==> config.mk <==
export PLATFORM = sky130hd
export DESIGN_NAME = ifu_fetch
export DESIGN_NICKNAME = d
export VERILOG_FILES = /design/src/rtl/ifu_fetch.sv
export SDC_FILE = /design/constraint.sdc
export NUM_CORES = 1
export LEC_CHECK = 0
export BUFFER_PORTS_ARGS = -buffer_cell sky130_fd_sc_hd__buf_4
export CAP_MARGIN = 20
export CELL_PAD_IN_SITES_DETAIL_PLACEMENT = 0
export CELL_PAD_IN_SITES_GLOBAL_PLACEMENT = 1
export CORE_MARGIN = 5
export CORE_UTILIZATION = 41
export CTS_CLUSTER_DIAMETER = 120
export DETAILED_ROUTE_END_ITERATION = 10
export MAX_ROUTING_LAYER = met4
export PLACE_DENSITY_LB_ADDON = 0.2
export REMOVE_ABC_BUFFERS = 1
export SYNTH_ARGS = -nofsm -noshare
export SYNTH_HDL_FRONTEND = slang
export SYNTH_SLANG_ARGS = --single-unit
export TNS_END_PERCENT = 30
==> constraint.sdc <==
create_clock -name clk -period 4.6 [get_ports clk]
set_clock_uncertainty 0.15 [all_clocks]
set_input_delay 0.92 -clock clk [delete_from_list [all_inputs] [get_ports clk]]
set_output_delay 0.92 -clock clk [all_outputs]
set_load 0.05 [all_outputs]
==> src/rtl/ifu_fetch.sv <==
// Instruction-fetch initiator: owns the PC, keeps one request outstanding to imem,
// buffers {pc, inst} for decode and discards wrong-path responses after a redirect.
module ifu_fetch #(
  parameter int              XLEN   = 64,
  parameter int              ILEN   = 32,
  parameter logic [XLEN-1:0] PC_RST = 64'h8000_0000
) (
  input  logic            clk,
  input  logic            rst,
  input  logic            redirect_valid,
  input  logic [XLEN-1:0] redirect_pc,
  output logic            imem_req_valid,
  output logic [XLEN-1:0] imem_req_addr,
  input  logic            imem_req_ready,
  input  logic            imem_rsp_valid,
  input  logic [ILEN-1:0] imem_rsp_data,
  output logic            out_valid,
  output logic [XLEN-1:0] out_pc,
  output logic [ILEN-1:0] out_inst,
  input  logic            out_ready
);

  localparam logic [1:0] ST_REQ  = 2'd0;
  localparam logic [1:0] ST_WAIT = 2'd1;
  localparam logic [1:0] ST_HOLD = 2'd2;

  localparam logic [XLEN-1:0] PC_STEP    = {{(XLEN-3){1'b0}}, 3'd4};
  localparam logic [XLEN-1:0] ALIGN_MASK = ~{{(XLEN-2){1'b0}}, 2'b11};

  logic [1:0]      state_r;
  logic [XLEN-1:0] pc_r;
  logic [XLEN-1:0] req_pc_r;
  logic            drop_r;
  logic [XLEN-1:0] redirect_target_s;
  logic            req_fire_s;

  assign redirect_target_s = redirect_pc & ALIGN_MASK;
  // The request is gated by rst so nothing escapes while the block is held in reset.
  assign imem_req_valid    = !rst && (state_r == ST_REQ);
  assign imem_req_addr     = pc_r;
  assign req_fire_s        = imem_req_valid && imem_req_ready;

  // PC, fetch FSM, wrong-path drop flag and the decode output buffer.
  always_ff @(posedge clk) begin
    if (rst) begin
      state_r   <= ST_REQ;
      pc_r      <= PC_RST;
      req_pc_r  <= {XLEN{1'b0}};
      drop_r    <= 1'b0;
      out_valid <= 1'b0;
      out_pc    <= {XLEN{1'b0}};
      out_inst  <= {ILEN{1'b0}};
    end else if (redirect_valid) begin
      // Redirect wins over every other event; only the in-flight bookkeeping differs per state.
      pc_r <= redirect_target_s;
      case (state_r)
        ST_REQ: begin
          if (req_fire_s) begin
            drop_r  <= 1'b1;
            state_r <= ST_WAIT;
          end else begin
            state_r <= ST_REQ;
          end
        end
        ST_WAIT: begin
          if (imem_rsp_valid) begin
            drop_r  <= 1'b0;
            state_r <= ST_REQ;
          end else begin
            drop_r  <= 1'b1;
            state_r <= ST_WAIT;
          end
        end
        ST_HOLD: begin
          out_valid <= 1'b0;
          state_r   <= ST_REQ;
        end
        default: begin
          drop_r    <= 1'b0;
          out_valid <= 1'b0;
          state_r   <= ST_REQ;
        end
      endcase
    end else begin
      case (state_r)
        ST_REQ: begin
          if (req_fire_s) begin
            req_pc_r <= pc_r;
            state_r  <= ST_WAIT;
          end else begin
            state_r  <= ST_REQ;
          end
        end
        ST_WAIT: begin
          if (imem_rsp_valid && drop_r) begin
            drop_r  <= 1'b0;
            state_r <= ST_REQ;
          end else if (imem_rsp_valid) begin
            out_inst  <= imem_rsp_data;
            out_pc    <= req_pc_r;
            out_valid <= 1'b1;
            pc_r      <= req_pc_r + PC_STEP;
            state_r   <= ST_HOLD;
          end else begin
            state_r <= ST_WAIT;
          end
        end
        ST_HOLD: begin
          if (out_ready) begin
            out_valid <= 1'b0;
            state_r   <= ST_REQ;
          end else begin
            state_r   <= ST_HOLD;
          end
        end
        default: begin
          drop_r    <= 1'b0;
          out_valid <= 1'b0;
          state_r   <= ST_REQ;
        end
      endcase
    end
  end

endmodule
# [Word level (Yosys, flattened, before mapping)]
# Cells that the tools add are included.
[classes] addsub=1 n_eq_ne=12 muxes=24 bitwise=2 n_reduce_logical=16
[ops] op="two-way mux 64 bit" count=4
[ops] op="adder 64 x 3 -> 64 bit (second input constant)" count=1
[ops] op="inequality test 3 bit (second input constant)" count=5
[ops] op="two-way mux 1 bit" count=11
[ops] op="AND reduction 3 bit" count=3
[ops] op="two-way mux 2 bit" count=4
[ops] op="inequality test 2 bit (second input constant)" count=4
[ops] op="AND reduction 4 bit" count=2
[ops] op="case mux 1 bit (3 select lines)" count=2
[ops] op="case mux 2 bit (3 select lines)" count=1
[ops] op="OR reduction 2 bit" count=3
[ops] op="AND reduction 5 bit" count=1
[ops] op="case mux 1 bit (2 select lines)" count=2
[ops] op="nonzero test 2 bit" count=2
[ops] op="logical AND 1 bit" count=3
[ops] op="== test 2 x 1 -> 1 bit (second input constant)" count=1
[ops] op="== test 2 bit (second input constant)" count=1
[ops] op="zero test 2 bit" count=1
[ops] op="inequality test 2 x 1 -> 1 bit (second input constant)" count=1
[ops] op="NOT 1 bit" count=2
[ops] op="zero test 1 bit" count=1
[totals] ff_bits=228 in_bits=102

# [Depth between registers and ports, before layout]
# Gate-level depths: netlist (run 1).
[depth] word_depth=6 ltp_mapped=8 mapped_depth_nobuf=7

# [Least setup slack after synthesis (run 1)]
# No wires, ideal clock.
[synth_path] path_type="input to register" startpoint="in rst" endpoint="reg req_pc_r[35]" setup_time_ns=0.070 arrival_ns=3.259 path_slack_ns=1.120 cell_stages=7 path_cell_list="clkbuf_1 > nor3_1 > nand2_1 > nor2_1 > clkbuf_1 > nand2_1 > a21oi_1"
[synth_between] elab_chain_cells=4
[synth_lines] element="start, declared" line="9" source="input logic rst,"
[synth_lines] element="zero test 1 bit" line="39" source="assign imem_req_valid = !rst && (state_r == ST_REQ);"
[synth_lines] element="logical AND 1 bit" line="39"
[synth_lines] element="via imem_req_valid" line="12" source="output logic imem_req_valid,"
[synth_lines] element="logical AND 1 bit" line="41" source="assign req_fire_s = imem_req_valid && imem_req_ready;"
[synth_lines] element="AND reduction 3 bit (no source line)"
[synth_lines] element="end signal, assigned" line="48" source="req_pc_r <= {XLEN{1'b0}};"
[synth_lines] element="end signal, assigned" line="88" source="req_pc_r <= pc_r;"
[synth_lines] element="end, declared" line="32" source="logic [XLEN-1:0] req_pc_r;"
# The timed path passes the listed nets, and every way through them passes these cells.
# A chain may end at the register's enable or synchronous reset.

# [Worst setup path after layout (run 1)]
[layout_path] startpoint="reg req_pc_r[2]" endpoint="reg pc_r[44] (netlist: imem_req_addr[44])"
[layout_between] elab_chain_cells=5
[layout_lines] element="adder 64 x 3 -> 64 bit" line="102" source="pc_r <= req_pc_r + PC_STEP;"
[layout_lines] element="two-way mux 64 bit" line="98" source="end else if (imem_rsp_valid) begin"
[layout_lines] element="two-way mux 64 bit" line="95" source="if (imem_rsp_valid && drop_r) begin"
[layout_lines] element="two-way mux 64 bit" line="85" source="case (state_r)"
[layout_lines] element="two-way mux 64 bit" line="53" source="end else if (redirect_valid) begin"
[layout_lines] element="end signal, assigned" line="55" source="pc_r <= redirect_target_s;"
[layout_lines] element="end signal, assigned" line="102"
[layout_lines] element="end, declared" line="31" source="logic [XLEN-1:0] pc_r;"
# No other way between the ends. The select of a mux whose other input is x is not followed.

==> results.json, run 1 <==
{
  "final.setup.tns_ns": 0,
  "slew_headroom_pct": 43.0,
  "synth_mux_area_share_pct": 0.418,
  "synth_area_leaders": "dfxtp_1, nand2_1, a21oi_1, clkbuf_1, xnor2_1",
  "core_um2": 23300,
  "rsz0062_at_grt": "false",
  "crit_chain": "ha_1 -> nand3_1 -> or3_1 -> or3_4 -> nor3_1 -> xnor2_1 -> a2111oi_2",
  "clkTransAtPathRegs_ns": 0.06,
  "clockBufferDepth": 3,
  "grt_remaining_overflow": 0,
  "avgViaCountPerCell": 5.18,
  "cp.required_ns": 4.85,
  "synthAdderAreaFrac_pct": 0.131,
  "avgSynthCellArea_um2": 7.86,
  "dp_cells": 1721,
  "grt_first_pass_wirelength_mm": 47.0,
  "wl_per_cell_um": 17.0,
  "place_ws_ns": 1.38,
  "dieArea_um2": 26500,
  "outcome": "finished, final reports clean",
  "die_x_um": 163,
  "synth_xor_area_share_pct": 5.21,
  "regToRegEndpoint": "imem_req_addr[44]",
  "p_leak_uw": 0.00484,
  "cts_setup_buffers": 0,
  "timing.hold.ws_ns": 0.303,
  "worst_slack_ns": 1.56,
  "ys_seq_area_share_pct": 47.6,
  "fill_cells": 2348,
  "synth_edf_count": 0,
  "cts_tree": "yes",
  "hold_buffers": 0,
  "crit_family": "simple AND/OR/NAND/NOR gates",
  "worst_pin_slew_ns": 0.855,
  "worst_ep_arrival_time_ns": 3.29,
  "hp-class": "reg2reg",
  "root_buffer": "clkbuf_16",
  "ys_async_sr_fraction_pct": 0,
  "crit_path_start": "req_pc_r[2]",
  "worstSetupPathType": "reg2reg",
  "die_y_um": 163,
  "synth_top_family_by_area": "simple AND/OR/NAND/NOR gates",
  "r2r_start": "req_pc_r[2]",
  "cts_resized": 0,
  "yosys.area_share.simple_pct": 25.7,
  "firstDrtPassIters": 7,
  "fin_crit_sh_pct": 66.0,
  "vias": 9164,
  "grt_pass1_vias": 8724,
  "fin_nets": 1533,
  "ir_drop_v": 0.000215,
  "numCtsBuffers": 26,
  "synth_top_flop_cell": "dfxtp_1",
  "hold_viol": 0,
  "row_count": 56,
  "yosys_register_bits": 228,
  "globalplace.congestion": 0.776,
  "drv_slew": 0,
  "period_needed_ns": 3.04,
  "final_core_util_pct": 54.4,
  "drv_cap": 0,
  "ios": 264,
  "start_util_pct": 41.2,
  "routed_wl_mm": 30.2,
  "endpoint_kind": "register",
  "yosysMostFrequentCell": "nand2_1",
  "port-buffer-count": 261,
  "max_freq_ghz": 0.329,
  "crit_end": "imem_req_addr[44]",
  "power_density_nw_per_um2": 375,
  "regToRegSetupSlack_ns": 1.56,
  "antenna_found_initial": 0,
  "crit_path_max_fanout": 12,
  "ant_nets": 0,
  "yosysTopAreaCellShare_pct": 47.6,
  "grt_use_total_pct": 22.3,
  "ys_top_cells_by_count": "nand2_1, dfxtp_1, a21oi_1, clkbuf_1, nor2_1",
  "cp_num_cells": 7,
  "cts.sinks": 228,
  "grt_max_degree": 94,
  "cpPeakStageDelay_ns": 0.63,
  "dp_hpwl_mm": 19.4,
  "synth_cells": 1219,
  "rr_worst_depth": 7,
  "synth_compound_area_share_pct": 16.7,
  "start_kind": "register",
  "drive_gt1_share_pct": 24.2,
  "critPathSlowestCell": "or3_1",
  "synth_warnings": 0,
  "synthToLayoutAreaGrowth_pct": 31.9,
  "drt-initial-drc-count": 523,
  "path_buf_inv": 0,
  "netlist_area_um2": 9590,
  "drcViolationCount": 0,
  "antennaDiodeCount": 0,
  "yosys.area.top_type": "dfxtp_1",
  "htreeDepth": 1,
  "finalNonFillerCells": 1769,
  "setup_viol": 0,
  "clk_latency_ns": 0.52,
  "ys_types": 47
}
[worst register-to-register path, cell delays in order, from the launching register on]
cell and delay, ns:
dfxtp_1 0.44, ha_1 0.22, nand3_1 0.18, or3_1 0.63
or3_4 0.55, nor3_1 0.27, xnor2_1 0.13, a2111oi_2 0.36
[how the worst min path moves through the flow]
stage	start	endpoint	slack, ns	depth (start not counted)
final	out_pc[40]	out_pc[40]	0.30	2
after global routing	out_inst[9]	out_inst[9]	0.32	2
after CTS	out_pc[55]	out_pc[55]	0.30	2
after detailed placement	out_pc[55]	out_pc[55]	0.30	2
after global placement	out_inst[4]	out_inst[4]	0.29	2
after floorplan	req_pc_r[0]	out_pc[0]	0.29	2
[report_power, final]
part / total [uW] / internal [uW] / switching [uW]
Sequential: 2080 / 2030 / 50.4
Combinational: 541 / 182 / 359
Clock: 2110 / 1300 / 818
Total: 4740 / 3510 / 1230
[state kept, by name, summed over array words and instances, names as in the netlist]
name	cells
drop_r	1
imem_req_addr	64
out_inst	32
out_pc	64
out_valid	1
req_pc_r	64
state_r	2
[per-layer routing]
metal	up-vias	routed length (um)	track usage [%]
met5	-	0	-
met1	4312	13600	29.3
met3	42	2050	4.68
met4	0	499	4.46
li1	4549	-	-
met2	261	14000	36.0
[cells in the final DEF (no fill, tap or decap), types with 24 or more instances in the layout]
cell type	Yosys	layout
dfxtp_1	228	228
a21oi_1	186	186
xnor2_1	33	33
and3_1	27	27
nand2_1	354	353
nor2_1	71	69
clkbuf_16	0	27
nor3_1	35	35
xor2_1	24	24
buf_4	0	272
[per-stage QoR]
step	total power, uW	instance area [um^2]
4_1_cts	4800	12600
3_3_place_gp	2660	11800
2_1_floorplan	2410	9230
3_5_place_dp	2670	11800
6_report	4740	12600
5_1_grt	4930	12600
[area by class of cell]
cell class              count  area, um^2  share of cell area, %
clock inverters             8        92.6                  0.732
clock buffers              40         795                   6.28
repair buffers            275        2090                   16.6
multi-input cells         887        4660                   36.8
well taps                 319         399                   3.16
inverters                  12        45.0                  0.356
flip-flops and latches    228        4560                   36.1
[cell families after synthesis]
kind of cell	count (synthesis)
and+or+nand+nor	559
adders and majority gates	1
DFF	228
buffers and inverters	104
muxes	4
AOI/OAI and AO/OA	266
xor gates and xnor gates	57
No activity file was read; power rests on OpenSTA's default activity.
==> run 2, diff against run 1 <==
--- a/config.mk
+++ b/config.mk
@@ -10,7 +10,7 @@
 export CELL_PAD_IN_SITES_DETAIL_PLACEMENT = 0
 export CELL_PAD_IN_SITES_GLOBAL_PLACEMENT = 1
 export CORE_MARGIN = 5
-export CORE_UTILIZATION = 41
+export CORE_UTILIZATION = 34
 export CTS_CLUSTER_DIAMETER = 120
 export DETAILED_ROUTE_END_ITERATION = 10
 export MAX_ROUTING_LAYER = met4
==> constraint.sdc (replaced) <==
create_clock -name clk -period 2.6 [get_ports clk]
set_clock_uncertainty 0.15 [all_clocks]
set_input_delay 0.52 -clock clk [delete_from_list [all_inputs] [get_ports clk]]
set_output_delay 0.52 -clock clk [all_outputs]
set_load 0.05 [all_outputs]
==> run 2 against run 1 <==
Effect of this change: design area up 3.6%; maximum frequency rose by 22%; total power up 74%; non-clock buffer count grew 49; final cell count rose by 6.0%; sequential cell count unchanged; critical path depth fell by 1; first-iteration DRC count increased by 12%; via count is 0.87% higher; critical endpoint is now imem_req_addr[62]; largest power group is now registers.
==> results.json, run 2 (synthesis results as in run 1) <==
{
  "ios": 264,
  "outcome": "finished, final reports clean",
  "cts.sinks": 228,
  "die_y_um": 178,
  "grt_remaining_overflow": 0,
  "rsz0062_at_grt": "false",
  "layout_commonest_cell": "nand2_1",
  "vias": 9244,
  "drive_gt1_share_pct": 26.5,
  "final_core_util_pct": 47.1,
  "grt_max_degree": 110,
  "multi_input_area_um2": 4680,
  "htreeDepth": 1,
  "start_util_pct": 34.5,
  "worstSetupPathType": "reg2reg",
  "cp.required_ns": 2.87,
  "regArea_um2": 4560,
  "max_freq_ghz": 0.401,
  "critPathSlowestCell": "or3_4",
  "crit_path_max_fanout": 12,
  "clockBufferDepth": 3,
  "ir_drop_v": 0.000432,
  "routed_wl_mm": 32.4,
  "worst_ep_arrival_time_ns": 2.76,
  "timing.hold.ws_ns": 0.0671,
  "drv_cap": 0,
  "crit_chain": "and4_1 -> or4b_4 -> or3_4 -> nor3_2 -> xnor2_1 -> a2111oi_2",
  "row_count": 61,
  "fin_crit_sh_pct": 95.9,
  "period_needed_ns": 2.49,
  "synthToLayoutAreaGrowth_pct": 36.6,
  "start_kind": "register",
  "drt-initial-drc-count": 585,
  "clk_latency_ns": 0.52,
  "wl_per_cell_um": 17.3,
  "port-buffer-count": 261,
  "rr_worst_depth": 6,
  "power_density_nw_per_um2": 629,
  "die_x_um": 178,
  "drcViolationCount": 0,
  "globalplace.congestion": 0.780,
  "met1_length_mm": 15.3,
  "wl_met3_mm": 1.97,
  "worst_slack_ns": 0.107,
  "worst_pin_slew_ns": 0.590,
  "antenna_found_initial": 1,
  "p_leak_uw": 0.00509,
  "root_buffer": "clkbuf_16",
  "grt_first_pass_wirelength_mm": 49.9,
  "numCtsBuffers": 27,
  "wl_met2_mm": 14.5,
  "firstDrtPassIters": 5,
  "core_um2": 27800,
  "fill_cells": 2912,
  "endpoint_kind": "register",
  "clkTransAtPathRegs_ns": 0.06,
  "dieArea_um2": 31700,
  "fin_nets": 1583,
  "hold_buffers": 0,
  "cts_tree": "yes",
  "ant_nets": 0,
  "worstHoldPathCells": 3,
  "place_ws_ns": 0.0441,
  "grt_pass1_vias": 8889,
  "avgViaCountPerCell": 4.93,
  "hold_viol": 0,
  "grt_use_total_pct": 20.1,
  "dp_hpwl_mm": 21.9,
  "cpPeakStageDelay_ns": 0.51,
  "drv_slew": 0,
  "slew_headroom_pct": 60.7,
  "topRoutingLayerUsed": "met4",
  "setup_viol": 0,
  "hp-class": "in2reg",
  "final_cell_mix": "nand2_1, buf_4, dfxtp_1"
}
==> run 2: changes by cell type in the layout (fill, tap and decap cells not counted), moves of 2 or more <==
cell / previous run / this run
buf_4: 272 / 316
clkbuf_1: 6 / 11
buf_12: 2 / 5
clkinv_2: 5 / 2
clkbuf_8: 7 / 5
nor3_1: 35 / 33
nor3_2: 8 / 10
==> run 2: layer usage <==
layer | track usage [%] | vias to the layer above
li1 | - | 4650
met1 | 28.2 | 4291
met2 | 30.7 | 253
met3 | 3.09 | 50
met4 | 4.42 | 0
met5 | - | -
==> run 2: power breakdown <==
part	leakage, uW	switching [uW]	total, uW	internal [uW]
logic	0.00283	656	1000	346
registers	0.00185	88.7	3680	3600
clock network	0.000401	1440	3550	2120
total	0.00509	2180	8240	6060
==> run 2: path summary, 6_finish.rpt <==
check / startpoint / end / slack [ns]
max: req_pc_r[20] / imem_req_addr[62] / 0.11
min: redirect_pc[17] / imem_req_addr[17] / 0.07
max reg2reg: req_pc_r[20] / imem_req_addr[62] / 0.11
min reg2reg: out_inst[21] / out_inst[21] / 0.30
==> run 2: area by class of cell <==
class / instances / area share [%]
multi-input cells: 887 / 35.7
flip-flops and latches: 228 / 34.9
repair buffers: 324 / 19.2
clock buffers: 42 / 5.90
well taps: 378 / 3.61
clock inverters: 4 / 0.373
inverters: 12 / 0.344
diodes: 1 / 0.0191
==> run 2: repair_timing <==
action,CTS,global route
buffers inserted,0,1
gates resized for setup,0,6
endpoints found under the setup margin,0,12
==> run 2: worst max-delay path: cells and delay by family (launching register included) <==
kind,cells,cell delay (ns)
flops,1,0.32
simple gates,4,1.44
xor+xnor,1,0.10
compound gates,1,0.36
==> run 2: metrics by stage <==
stage | setup TNS (ns) | power (uW) | area [um^2] | cells
finish | 0 | 8240 | 13100 | 1876
global route | 0 | 8570 | 13100 | 1876
CTS | 0 | 8360 | 13100 | 1874
detailed placement | 0 | 4770 | 12200 | 1828
global placement | 0 | 4760 | 12200 | 1828
floorplan | -605.83 | 4270 | 9230 | 1127
